--- config.mk ---
export PLATFORM = sky130hd
export DESIGN_NAME = pc_gen_unit
export DESIGN_NICKNAME = d
export VERILOG_FILES = /design/src/rtl/pc_pkg.sv /design/src/rtl/pc_gen_unit_ras.sv /design/src/rtl/pc_gen_unit.sv
export SDC_FILE = /design/constraint.sdc
export NUM_CORES = 1
export LEC_CHECK = 0
export ABC_AREA = 1
export CAP_MARGIN = 15
export CORE_MARGIN = 2
export CORE_UTILIZATION = 51
export DETAILED_ROUTE_END_ITERATION = 6
export PLACE_DENSITY = 0.86
export SLEW_MARGIN = 15
export SYNTH_ARGS = -nofsm -noshare
export SYNTH_HDL_FRONTEND = slang
export SYNTH_SLANG_ARGS = --single-unit
--- constraint.sdc ---
create_clock -name clk -period 2.5 [get_ports clk]
set_input_delay 0.5 -clock clk [delete_from_list [all_inputs] [get_ports clk]]
set_output_delay 0.5 -clock clk [all_outputs]
set_load 0.02 [all_outputs]
--- src/rtl/pc_pkg.sv ---
// Shared definitions for the fetch-address generator: next-PC source encoding
// and default reset/exception vectors.
package pc_pkg;

    typedef enum logic [2:0] {
        SRC_EXC,
        SRC_ERET,
        SRC_BR,
        SRC_JMP,
        SRC_RAS,
        SRC_SEQ
    } pc_src_e;

    localparam logic [31:0] DEF_RESET_VECTOR = 32'h0000_0000;
    localparam logic [31:0] DEF_EXC_VECTOR   = 32'h8000_0180;

endpackage

--- src/rtl/pc_gen_unit_ras.sv ---
// Circular return-address stack: top pointer plus saturating occupancy count.
// A full push silently overwrites the oldest entry.
module ras_stack #(
    parameter int DW    = 32,
    parameter int DEPTH = 4
) (
    input  logic          clk,
    input  logic          rst_ni,
    input  logic          push_i,
    input  logic          pop_i,
    input  logic [DW-1:0] addr_i,
    output logic          empty_o,
    output logic [DW-1:0] top_o
);

    localparam int PW = $clog2(DEPTH);
    localparam int CW = $clog2(DEPTH + 1);

    logic [DW-1:0] mem_q [DEPTH];
    logic [PW-1:0] ptr_q, ptr_d;
    logic [CW-1:0] cnt_q, cnt_d;
    logic          wr_en;
    logic [PW-1:0] wr_idx;

    // Simultaneous push+pop (call and ret together) rewrites the top in place;
    // on an empty stack it degenerates to an ordinary push.
    always_comb begin
        ptr_d  = ptr_q;
        cnt_d  = cnt_q;
        wr_en  = 1'b0;
        wr_idx = ptr_q;
        if (push_i && pop_i && cnt_q != '0) begin
            wr_en = 1'b1;
        end else if (push_i) begin
            ptr_d  = ptr_q + PW'(1);
            wr_idx = ptr_q + PW'(1);
            wr_en  = 1'b1;
            if (cnt_q != CW'(DEPTH)) begin
                cnt_d = cnt_q + CW'(1);
            end
        end else if (pop_i && cnt_q != '0) begin
            ptr_d = ptr_q - PW'(1);
            cnt_d = cnt_q - CW'(1);
        end
    end

    always_ff @(posedge clk or negedge rst_ni) begin
        if (!rst_ni) begin
            ptr_q <= '0;
            cnt_q <= '0;
            for (int i = 0; i < DEPTH; i++) begin
                mem_q[i] <= '0;
            end
        end else begin
            ptr_q <= ptr_d;
            cnt_q <= cnt_d;
            if (wr_en) begin
                mem_q[wr_idx] <= addr_i;
            end
        end
    end

    assign empty_o = (cnt_q == '0);
    assign top_o   = empty_o ? '0 : mem_q[ptr_q];

endmodule

--- src/rtl/pc_gen_unit.sv ---
// IF-stage fetch-address generator: PC register with prioritised next-PC
// selection, EPC capture/restore and return-address prediction.
module pc_gen_unit
    import pc_pkg::*;
#(
    parameter int                   data_size    = 32,
    parameter logic [data_size-1:0] RESET_VECTOR = data_size'(DEF_RESET_VECTOR),
    parameter logic [data_size-1:0] EXC_VECTOR   = data_size'(DEF_EXC_VECTOR),
    parameter int                   INC          = 4,
    parameter int                   RAS_DEPTH    = 4
) (
    input  logic                 clk,
    input  logic                 reset,
    input  logic                 EN,
    input  logic                 exc_req,
    input  logic [data_size-1:0] exc_pc,
    input  logic                 eret,
    input  logic                 br_redirect,
    input  logic [data_size-1:0] br_target,
    input  logic                 jump,
    input  logic [data_size-1:0] jump_target,
    input  logic                 call,
    input  logic [data_size-1:0] call_ret_addr,
    input  logic                 ret,
    output logic [data_size-1:0] PC_out,
    output logic [data_size-1:0] PC_plus,
    output logic [data_size-1:0] epc_out,
    output logic                 ras_empty,
    output logic [data_size-1:0] ras_top
);

    logic [data_size-1:0] pc_q, pc_d;
    logic [data_size-1:0] epc_q, epc_d;
    pc_src_e              src;
    logic                 ras_upd;

    assign PC_plus = pc_q + data_size'(INC);

    always_comb begin
        src = SRC_SEQ;
        if (exc_req) begin
            src = SRC_EXC;
        end else if (eret) begin
            src = SRC_ERET;
        end else if (br_redirect) begin
            src = SRC_BR;
        end else if (jump) begin
            src = SRC_JMP;
        end else if (ret && !ras_empty) begin
            src = SRC_RAS;
        end
    end

    // Exceptions bypass the stall; every other source waits for EN to drop.
    always_comb begin
        pc_d  = pc_q;
        epc_d = epc_q;
        if (src == SRC_EXC) begin
            pc_d  = EXC_VECTOR;
            epc_d = exc_pc;
        end else if (!EN) begin
            unique case (src)
                SRC_ERET: pc_d = epc_q;
                SRC_BR:   pc_d = br_target;
                SRC_JMP:  pc_d = jump_target;
                SRC_RAS:  pc_d = ras_top;
                default:  pc_d = PC_plus;
            endcase
        end
    end

    always_ff @(posedge clk or negedge reset) begin
        if (!reset) begin
            pc_q  <= RESET_VECTOR;
            epc_q <= '0;
        end else begin
            pc_q  <= pc_d;
            epc_q <= epc_d;
        end
    end

    // A call/ret alongside an exception or branch redirect is on the wrong path.
    assign ras_upd = !EN && !exc_req && !br_redirect;

    ras_stack #(
        .DW    (data_size),
        .DEPTH (RAS_DEPTH)
    ) u_ras (
        .clk     (clk),
        .rst_ni  (reset),
        .push_i  (ras_upd && call),
        .pop_i   (ras_upd && ret),
        .addr_i  (call_ret_addr),
        .empty_o (ras_empty),
        .top_o   (ras_top)
    );

    assign PC_out  = pc_q;
    assign epc_out = epc_q;

endmodule

Word-level counts from Yosys, hierarchy flattened
Index checks and enable logic that the tools add are counted.

Bitwise operators: 3. Equality and inequality tests: 7. Muxes and demuxes: 24. Order comparisons: 3. $add $sub $neg: 5. Reduce and logical (&&, ||, !) cells: 19.

Operators by type and width (count): 2-to-1 mux 32 bit (6); bitwise mux 128 bit (1); one-hot mux 32 bit (4 select lines) (1); binary-select mux 32 bit (select 2 bit) (1); demux 32 bit (select 2 bit) (1); adder 32 x 3 -> 32 bit (second input constant) (1); 2-to-1 mux 3 bit (7); logical AND 1 bit (9); 2-to-1 mux 2 bit (4); equality test 3 x 2 -> 1 bit (second input constant) (2); greater-or-equal comparator 3 bit (second input constant) (2); logical NOT 3 bit (2); NOT 2 -> 3 bit (2); logical NOT 1 bit (4); adder 3 x 1 -> 3 bit (second input constant) (1); equality test 3 x 1 -> 1 bit (second input constant) (1); equality test 3 bit (second input constant) (1); less-than comparator 3 x 1 -> 1 bit (second input constant) (1); 2-to-1 mux 1 bit (3); inequality test 3 bit (second input constant) (1); AND reduction 3 bit (1); nonzero test 3 bit (1); subtractor 3 x 1 -> 3 bit (second input constant) (1); adder 2 x 1 -> 2 bit (second input constant) (1); other kinds (6) (6).

Flip-flop bits (word level): 197. Logic and storage cells: 69. Output and inout bits: 129. Input bits: 137.

Longest topological paths before layout
Depth in word-level cells: 13. Mapped depth: 13. Depth with buffers taken out: 11.

By module
From an unflattened synthesis, not the netlist that was laid out.

Cells, all modules: 1628. Area, all modules: 11576.1 µm².

By module, submodules not included: ras_stack (cells each 816, area an instance 6722.7 µm², sequential area each 3328.2 µm², instances 1); pc_gen_unit (cells each 812, area an instance 4853.4 µm², sequential area each 1601.5 µm², instances 1).

Worst setup path after synthesis
OpenSTA, ideal clock, no wires.

Kind: register -> output. Start: register pc_q[2], in the netlist PC_out[2]. End: output port PC_plus[16]. Stages on the path, launching flop included: 8. Arrival time: 1.679 ns. Slack: 0.321 ns. Path through: dfrtp_1 -> ha_1 -> nand3_1 -> nor2_1 -> and2_1 -> nand3_1 -> nand2_1 -> inv_1.

Word-level cells in the longest chain between the ends: 1.

Ends and longest elaborated chain: start, declared (line pc_gen_unit.sv:32) `logic [data_size-1:0] pc_q, pc_d;`; start signal, assigned (line pc_gen_unit.sv:77) `pc_q <= pc_d;`; adder 32 x 3 -> 32 bit (line pc_gen_unit.sv:37) `assign PC_plus = pc_q + data_size'(INC);`; end, declared (line pc_gen_unit.sv:26) `output logic [data_size-1:0] PC_plus,`.

Every way passes these cells.

Worst setup path in the final report
Start: register pc_q[7], in the netlist PC_out[7]. End: output port PC_plus[22].

Same word-level chain as after synthesis.

==> reports/metrics.csv <==
stage;metric;value;unit
status;status;finished with violations;
timing;Max Clock Freq;0.397;GHz
placed_design;placed insts;2192;
critical_path;Crit path max-delay family;simple AND/OR/NAND/NOR gates;
critical_path;critical path class;register to output pin;
global_routing;vias in the first global route;11300;
cts;CTS tree;yes;
timing;fin crit share;1.01;
critical_path;Worst R2R Start;u_ras.cnt_q[1];
timing;unrepaired setup endpoints after global routing;yes;
critical_path;CP max stage cell;dfrtp_1;
detailed_routing;Final ANT Viol Nets;0;
cells_and_area;leading cell types in the layout, fill and taps excluded;636 x nand2_1, 202 x clkdlybuf4s50_1, 192 x dfrtp_1, 182 x inv_1, 165 x o21ai_0;
timing;Min Clock Period, post-route;2520;ps
detailed_routing;drt pass-1 iters;6;
detailed_routing;DR iter-0 viols;1355;
critical_path;WP buf/inv;4;
timing;Setup-failing EPs final;1;
global_routing;largest net degree at the start of global routing;69;
die;Die Area;22800;µm²
detailed_routing;Vias;12200;
critical_path;CP max FO;4;
critical_path;R2R Setup Slk;290;ps
timing;Post-Route Setup TNS;-18.9;ps
timing;Max-Slew Margin vs Limit;0.562;
cells_and_area;area grow syn2layout;39.4;%
yosys;mean post-synth cell area;6.69;µm²
die;num rows;53;
yosys;Syn Std Cell Area;11000;µm²
cts;CTS Hold Buffers Added;0;
critical_path;crit start category;register;
cells_and_area;filler cell count;1699;
cells_and_area;share of layout cells above drive strength 1;0.132;
critical_path;R2R Path End;u_ras.mem_q[100];
placed_design;Port Buf Inserts;265;
cells_and_area;final instance area;15400;µm²
die;Die Height;151;µm
global_routing;initial antenna violation count;0;
pwr;Worst IR Drop VDD;0.613;mV
die;Initial Utilization;0.522;
detailed_routing;Via density;5.44;
cells_and_area;Non-Filler Instances;2245;
cells_and_area;Seq. cell area;4940;µm²
cells_and_area;multi-input logic area;5280;µm²
timing;Slew @ Worst Pin;657;ps
critical_path;Req. time, crit path;2000;ps
critical_path;Worst path max stage delay;410;ps
status;failing checks;setup timing;
die;core area;21200;µm²
placed_design;Final GP Congestion;0.948;
cts;TritonCTS Sinks;197;
cts;# H-tree levels;4;
critical_path;Worst setup endpoint;PC_plus[22];
cells_and_area;diodes inserted;0;
die;I/O Pins;266;
cts;CTS root buffer;clkbuf_16;
cts;largest buffer count on any clock path;2;
critical_path;CP startpoint;PC_out[7];
cts;Clock transition at path regs;90;ps
detailed_routing;final WL;40400;µm
cts;CTS Buf Count;17;
critical_path;worst-path cell chain;buf_4 -> nand2_2 -> nor2_4 -> nand2_2 -> buf_4 -> nor2_4 -> nand2_1 -> nand2_1 -> nand2_1 -> inv_1 -> buf_4;
timing;Final WS setup;-18.9;ps
die;Chip Width;151;µm
global_routing;total grt overflow;0;
detailed_routing;wire length per cell;18.0;µm
timing;count of final hold-check violations;0;
timing;worst hold margin;60.5;ps
critical_path;critical path data arrival time;2020;ps
critical_path;Critical Path End Type;output pin;
yosys;Yosys reg bits;197;
yosys;area leader, netlist;dfrtp_1;
yosys;Synth area leaders;dfrtp_1 45%, nand2_1 22%, o21ai_0 7.6%, inv_1 6.2%, nor2_1 6.1%;
critical_path;CP Depth;11;
global_routing;wire length of the first global-routing pass;60100;µm
yosys;Mapped Cells;1651;
yosys;synth warn;0;
worst_hold_path;worst hold path type;input pin to asynchronous set/reset pin;
cells_and_area;final core occ;0.728;
yosys;sequential area share after synthesis;0.446;
critical_path;r2r worst-path depth;11;
yosys;top cell type's share of synthesized area;0.446;
placed_design;placed cell areas;14500;µm²
global_routing;gr usage total;0.342;
cells_and_area;commonest non-fill, non-tap cell in the layout;nand2_1;
flow_run;max-cap viol count;0;
detailed_routing;DRC;0;
pwr;leak pwr;7.94;nW
yosys;distinct cell type count after synthesis;33;
timing;fin. max-slew vios;0;
placed_design;Final HPWL DP;28200;µm
cts;worst skew pair latency;450;ps
yosys;Syn Nets;1790;
timing;clk_skew;17.8;ps
pwr;pwr dens;958;nW/µm²
cells_and_area;nets@finish;2096;
## what timing repair did
| item | 4_1_cts | 5_1_grt |
|---|---|---|
| setup buffers | 12 | 5 |
| cloned | 0 | 4 |
| pin swaps | 3 | 8 |
| setup endpoints to repair | 61 | 49 |
| resized for setup | 142 | 120 |
## worst min-delay path by stage
| stage | from | to | slack (ps) | depth (start not counted) |
|---|---|---|---|---|
| 6_report | reset | epc_out[5] | 60 | 1 |
| 3_3_place_gp | u_ras.mem_q[81] | u_ras.mem_q[81] | 460 | 2 |
| 2_1_floorplan | reset | PC_out[0] | 200 | 0 |
| 3_5_place_dp | u_ras.mem_q[17] | u_ras.mem_q[17] | 470 | 2 |
| 5_1_grt | reset | epc_out[5] | 100 | 1 |
| 4_1_cts | reset | epc_out[5] | 90 | 1 |
## logic make-up (layout without fill, tap and decap cells)
logic type,count (synthesis),after routing,synth area share
flops,197,197,0.446
fa+ha+maj,2,2,0.00295
xor+xnor,13,13,0.0103
compound gates,216,216,0.101
buf+inv,268,587,0.0946
simple gates,955,955,0.345
## sequential cells by signal, summed over array words and instances, names as in the netlist
name,cells
u_ras.mem_q,128
epc_out,32
PC_out,32
u_ras.cnt_q,3
u_ras.ptr_q,2
## Yosys cell counts
master    count
nand2_1     652
dfrtp_1     197
inv_1       183
nor2_1      179
o21ai_0     167
nand3_1     104
clkbuf_1     42
a21oi_1      21
buf_2        21
o21ai_1      15
buf_1        13
xor2_1        9
o211ai_1      6
o21bai_1      5
clkbuf_2      4
nand3_2       4
xnor2_1       4
and2_1        3
nand4_1       3
or2_2         3
buf_4         2
inv_2         2
nand3b_1      2
a31o_2        1
clkinv_1      1
fa_1          1
ha_1          1
nand2_2       1
nand2_4       1
nor2_4        1
nor2_8        1
nor3_1        1
o21ai_2       1
## layout make-up
| type | instances | area share |
|---|---|---|
| well taps | 275 | 0.0224 |
| clock buffers | 17 | 0.0276 |
| repair buffers | 369 | 0.226 |
| multi-input cells | 1186 | 0.343 |
| clock inverters | 15 | 0.0148 |
| flip-flops and latches | 197 | 0.321 |
| inverters | 186 | 0.0458 |
## per-stage QoR
stage                     total power, mW  setup slack (ps)
after global routing                 15.6              -104
after global placement               11.4             -45.5
after detailed placement             11.6             -71.4
final                                14.7             -18.9
after floorplan                      8.57               321
after CTS                            14.4             -60.9
## report_power, final
part           leakage, nW  switching (mW)  internal (mW)  total, mW
combinational         5.11            4.32           2.55       6.87
clock                0.311            1.55           1.42       2.97
sequential            2.52           0.675           4.22       4.90
total                 7.94            6.55           8.19       14.7
## per-layer routing
metal	track usage	wire, µm
met4	0.107	1170
met3	0.0506	3620
met1	0.458	15900
met2	0.577	19700
met5	0	0
Note: power is estimated with default switching activity, not from simulation.
